`config.mk`:
```
export PLATFORM = sky130hd
export DESIGN_NAME = uart_msg_sequencer
export DESIGN_NICKNAME = d
export VERILOG_FILES = /design/src/rtl/uart_pkg.sv /design/src/rtl/uart_msg_ram.sv /design/src/rtl/uart_msg_sequencer.sv
export SDC_FILE = /design/constraint.sdc
export NUM_CORES = 1
export LEC_CHECK = 0
export CAP_MARGIN = 25
export CORE_AREA = 2 2 124 126
export CTS_CLUSTER_DIAMETER = 200
export DETAILED_ROUTE_END_ITERATION = 7
export DIE_AREA = 0 0 126 128
export DONT_BUFFER_PORTS = 1
export MAX_ROUTING_LAYER = met4
export PLACE_DENSITY = 0.75
export SYNTH_ARGS = -nofsm -noshare
export SYNTH_HDL_FRONTEND = slang
export SYNTH_HIERARCHICAL = 1
export SYNTH_SLANG_ARGS = --single-unit
```
`constraint.sdc`:
```
create_clock -name clk -period 3.5 [get_ports clk]
set_clock_uncertainty 0.1 [all_clocks]
set_input_delay 0.7 -clock clk [delete_from_list [all_inputs] [get_ports clk]]
set_output_delay 0.7 -clock clk [all_outputs]
set_load 0.005 [all_outputs]
```
`src/rtl/uart_pkg.sv`:
```
// Shared types and defaults for the UART message sequencer slice.
package uart_pkg;

  typedef enum logic [2:0] {
    IDLE,
    GAP,
    SEND,
    WAIT_BUSY,
    WAIT_DONE,
    REPEAT_WAIT
  } state_t;

  localparam int DEF_DATA_W     = 8;
  localparam int DEF_GAP_CYCLES = 10;
  localparam int DEF_REPEAT_GAP = 1000000;

  localparam logic [7:0] ASCII_LF = 8'h0A;
  localparam logic [7:0] ASCII_CR = 8'h0D;

endpackage

```
`src/rtl/uart_msg_ram.sv`:
```
// Message buffer: one write port, registered read port.
// A write to the address being read returns the new data on the next cycle.
module uart_msg_ram #(
  parameter int DATA_W = 8,
  parameter int DEPTH  = 16,
  parameter int ADDR_W = $clog2(DEPTH)
) (
  input  logic              clk,
  input  logic              we,
  input  logic [ADDR_W-1:0] waddr,
  input  logic [DATA_W-1:0] wdata,
  input  logic [ADDR_W-1:0] raddr,
  output logic [DATA_W-1:0] rdata
);

  logic [DATA_W-1:0] mem [DEPTH];

  always_ff @(posedge clk) begin
    if (we) mem[waddr] <= wdata;
    rdata <= (we && (waddr == raddr)) ? wdata : mem[raddr];
  end

endmodule

```
`src/rtl/uart_msg_sequencer.sv`:
```
// Feeds a byte-wide UART one buffered character at a time, with
// per-character and per-pass idle gaps, single-shot or repeating.
module uart_msg_sequencer
  import uart_pkg::*;
#(
  parameter int DATA_W     = DEF_DATA_W,
  parameter int DEPTH      = 16,
  parameter int ADDR_W     = $clog2(DEPTH),
  parameter int GAP_CYCLES = DEF_GAP_CYCLES,
  parameter int REPEAT_GAP = DEF_REPEAT_GAP,
  parameter int CNT_W      = 24
) (
  input  logic              clk,
  input  logic              reset,
  input  logic              start,
  input  logic              mode_repeat,
  input  logic              abort,
  input  logic [ADDR_W:0]   msg_len,
  input  logic              wr_en,
  input  logic [ADDR_W-1:0] wr_addr,
  input  logic [DATA_W-1:0] wr_data,
  input  logic              tx_ready,
  output logic              tx_send,
  output logic [DATA_W-1:0] tx_data,
  output logic              busy,
  output logic              done,
  output state_t            state
);

  localparam logic [ADDR_W:0]  DEPTH_L  = (ADDR_W + 1)'(DEPTH);
  localparam logic [CNT_W-1:0] GAP_LAST = CNT_W'((GAP_CYCLES > 0) ? GAP_CYCLES - 1 : 0);
  localparam logic [CNT_W-1:0] REP_LAST = CNT_W'((REPEAT_GAP > 0) ? REPEAT_GAP - 1 : 0);
  localparam state_t ENTRY    = (GAP_CYCLES == 0) ? SEND : GAP;
  localparam state_t REP_NEXT = (REPEAT_GAP == 0) ? ENTRY : REPEAT_WAIT;

  logic [ADDR_W-1:0] index;
  logic [ADDR_W-1:0] rd_addr;
  logic [ADDR_W:0]   eff_len;
  logic [CNT_W-1:0]  counter;
  logic [DATA_W-1:0] rd_data;
  logic              last_char;
  logic              advance;

  assign busy      = (state != IDLE);
  assign last_char = ({1'b0, index} + 1'b1) >= eff_len;
  assign advance   = (state == WAIT_DONE) && tx_ready && !last_char;
  // Read the upcoming index one cycle early so the gap hides the RAM latency.
  assign rd_addr   = advance ? index + 1'b1 : index;

  uart_msg_ram #(
    .DATA_W (DATA_W),
    .DEPTH  (DEPTH),
    .ADDR_W (ADDR_W)
  ) u_ram (
    .clk   (clk),
    .we    (wr_en && !busy),
    .waddr (wr_addr),
    .wdata (wr_data),
    .raddr (rd_addr),
    .rdata (rd_data)
  );

  // UART handshake: a character is handed off with a one-cycle tx_send only
  // when tx_ready was high; it is complete once tx_ready goes low then high.
  always_ff @(posedge clk or posedge reset) begin
    if (reset) begin
      state   <= IDLE;
      index   <= '0;
      counter <= '0;
      eff_len <= '0;
      tx_send <= 1'b0;
      tx_data <= '0;
      done    <= 1'b0;
    end else begin
      tx_send <= 1'b0;
      done    <= 1'b0;
      if (abort) begin
        state   <= IDLE;
        index   <= '0;
        counter <= '0;
      end else begin
        case (state)
          IDLE: begin
            if (start && (msg_len != '0)) begin
              eff_len <= (msg_len > DEPTH_L) ? DEPTH_L : msg_len;
              counter <= '0;
              state   <= ENTRY;
            end
          end
          GAP: begin
            if (counter == GAP_LAST) begin
              counter <= '0;
              if (tx_ready) begin
                tx_send <= 1'b1;
                tx_data <= rd_data;
                state   <= WAIT_BUSY;
              end else begin
                state <= SEND;
              end
            end else begin
              counter <= counter + 1'b1;
            end
          end
          SEND: begin
            if (tx_ready) begin
              tx_send <= 1'b1;
              tx_data <= rd_data;
              state   <= WAIT_BUSY;
            end
          end
          WAIT_BUSY: begin
            if (!tx_ready) state <= WAIT_DONE;
          end
          WAIT_DONE: begin
            if (tx_ready) begin
              counter <= '0;
              if (!last_char) begin
                index <= index + 1'b1;
                state <= ENTRY;
              end else begin
                done  <= 1'b1;
                index <= '0;
                state <= mode_repeat ? REP_NEXT : IDLE;
              end
            end
          end
          REPEAT_WAIT: begin
            if (!mode_repeat) begin
              counter <= '0;
              state   <= IDLE;
            end else if (counter == REP_LAST) begin
              counter <= '0;
              state   <= ENTRY;
            end else begin
              counter <= counter + 1'b1;
            end
          end
          default: state <= IDLE;
        endcase
      end
    end
  end

endmodule

```
==> out/results.ini <==
[drt]
remaining_drc_errors=0
vias_per_cell=6.13
wire_per_inst_microns=21.4
drt-initial-drc-count=508
wl_microns=16100
vias=4610
antenna_left=0
dr.pass1.iters=5

[worst_setup_path]
crit_arrival_ps=2940
worstPathCellList=or3_1 > nor2_1 > or3b_2 > nor2_1
worst_setup_path_end_kind=flop
crit_top_cell=nor2_1
worstPathRequired_ps=3460
critPathKind=reg2reg
cp_max_fo=15
rrSetupSlack_ps=520
cpMaxStageDelayCell=dfrtp_1
crit_path_start_kind=flop
critical-path-max-stage-delay_ps=550

[pwr]
peakVddDrop_v=0.000422
leakage_nw=3.06
cellPowerDensity_nw_per_um2=527

[clock_tree]
post_cts_buffers=0
numCtsBuffers=17
hold_buffers=0
htree_levels=4
clkSinkCount=178
cts-root-buf=clkbuf_16
cts_tree=built
clockBufferDepth=2
cts.clk_slew.worst_paths_ps=70
post_cts_resize_count=0
clk_latency_ps=420

[timing]
fin_tns_setup_ps=0
drv_slew=0
min_period_ps=2980
setup_viol=0
hold_violations=0
worst_hold_slack_ps=234
max_slew_margin_pct=46.0
worst_slew_pin_slew_ps=806
rsz0062_at_grt=no
fmax_mhz=335
min_period_over_period_pct=85.3

[global_route]
grt_pass1_wl_microns=25600
grt_overflow=0
grt_max_degree=47
track_usage_pct=21.6
grt_pass1_vias=4721
antenna_found_initial=0

[layout]
drive_above_1_share_pct=15.2
mostFrequentLayoutCells=edfxtp_1 (128), dfrtp_1 (46), nand2_1 (42)
fillers=1127
final_common_cell=edfxtp_1
antenna_cells=0
syn_to_final_growth_pct=9.88
nNetsFinal=583

[synth]
synth_area_per_cell_sq_um=14.6
ys_ff_latch=178
syn_inst=543
synth_area_leaders=edfxtp_1 (48%), dfrtp_1 (14%), mux4_2 (5.1%)
synth_top_area_share_pct=48.3
synth.distinct_cells=63
synth_top_cell_by_area=edfxtp_1
synth_edf_count=128
yosysWarnings=6
synth_area_sq_um=7950
seq_area_frac_synth_pct=63.8
syn_nets=575
synth_ff_type=edfxtp_1
synthArstFlopShare_pct=25.8

[place]
dp_hpwl_microns=10700
place_congestion=0.841
io_buffers=0

[floorplanning]
die_w_microns=126
coreArea_sq_um=14900
die_area_sq_um=16100
ioPinCount=38
core.rowCount=45
fp.dieH_microns=128
start_util_pct=53.5

[hold_path]
hold_class=in2reg

[status]
status=complete, no violations

[run]
drv_cap=0

final cells by class:
| cell class | count | area [sq um] | area share [%] |
|---|---|---|---|
| well taps | 188 | 235 | 2.69 |
| multi-input cells | 322 | 2660 | 30.5 |
| flip-flops and latches | 178 | 5080 | 58.1 |
| clock inverters | 14 | 139 | 1.59 |
| inverters | 15 | 56.3 | 0.644 |
| repair buffers | 17 | 143 | 1.63 |
| clock buffers | 18 | 429 | 4.91 |
layer usage:
layer | global-route usage, % | vias to the layer above | routed length, microns
met5 | - | - | 0
met1 | 28.5 | 2308 | 7100
li1 | - | 2149 | -
met2 | 33.5 | 136 | 7780
met3 | 6.01 | 17 | 1000
met4 | 6.33 | 0 | 178
state kept, by name, indices dropped and copies added, names as in the netlist, named ones only:
| signal | count |
|---|---|
| u_ram/mem | 128 |
| counter | 24 |
| tx_data | 8 |
| eff_len | 5 |
| index | 4 |
| state | 3 |
| done | 1 |
| tx_send | 1 |
cell usage after synthesis, types with 5 or more instances:
cell,count
edfxtp_1,128
dfrtp_1,46
nand2_1,42
nor2_1,30
a21oi_1,19
o211ai_1,19
mux4_2,18
a22oi_1,17
clkbuf_1,16
inv_1,15
mux4_1,14
nand3_1,13
xor2_1,12
nor3_1,11
o21ai_0,10
nand2b_1,9
ha_1,8
mux2_4,8
nand4_1,8
o2111ai_1,7
nor2b_1,6
nor4_1,6
or3_1,5
final timing paths:
| check | start | endpoint | depth (start not counted) |
|---|---|---|---|
| worst max register to register | state[2] | u_ram/mem[3][4] | 4 |
| worst max-delay path | state[2] | u_ram/mem[3][4] | 4 |
| worst min register to register | eff_len[3] | eff_len[3] | 2 |
| min in group asynchronous | reset | counter[4] | 2 |
| max in group asynchronous | reset | index[1] | 3 |
| worst min-delay path | abort | index[1] | 1 |
power breakdown:
part | internal, W | switching, W | leakage, nW
clock network | 0.000948 | 0.000870 | 0.277
registers | 0.00235 | 0.000105 | 1.81
logic | 0.000155 | 0.000177 | 0.974
critical path: cells and delay by family (launching register included):
kind          cells  cell delay, ps
simple gates      4            1960
flops             1             550
per-stage QoR:
step                util, %  cells  area [sq um]  power [W]  setup slack, ps
floorplan                 -    543          7950    0.00273              707
global placement       54.8    718          8140    0.00282              624
detailed placement     54.8    718          8140    0.00283              529
CTS                    58.6    750          8710    0.00465              525
global route           58.8    752          8740    0.00478              361
finish                 58.8    752          8740    0.00461              516
kinds of logic (layout without fill, tap and decap cells):
group | count (synthesis) | count (layout) | share of synthesized area (%)
AO/OA/AOI/OAI | 93 | 93 | 8.12
XOR/XNOR | 16 | 16 | 1.76
adder cells (fa/ha/maj) | 9 | 9 | 1.38
buffers and inverters | 43 | 64 | 2.74
flip-flops | 178 | 178 | 63.8
multiplexers | 42 | 42 | 11.5
AND/OR/NAND/NOR | 162 | 162 | 10.7
Power figures use the tool's default switching activity.
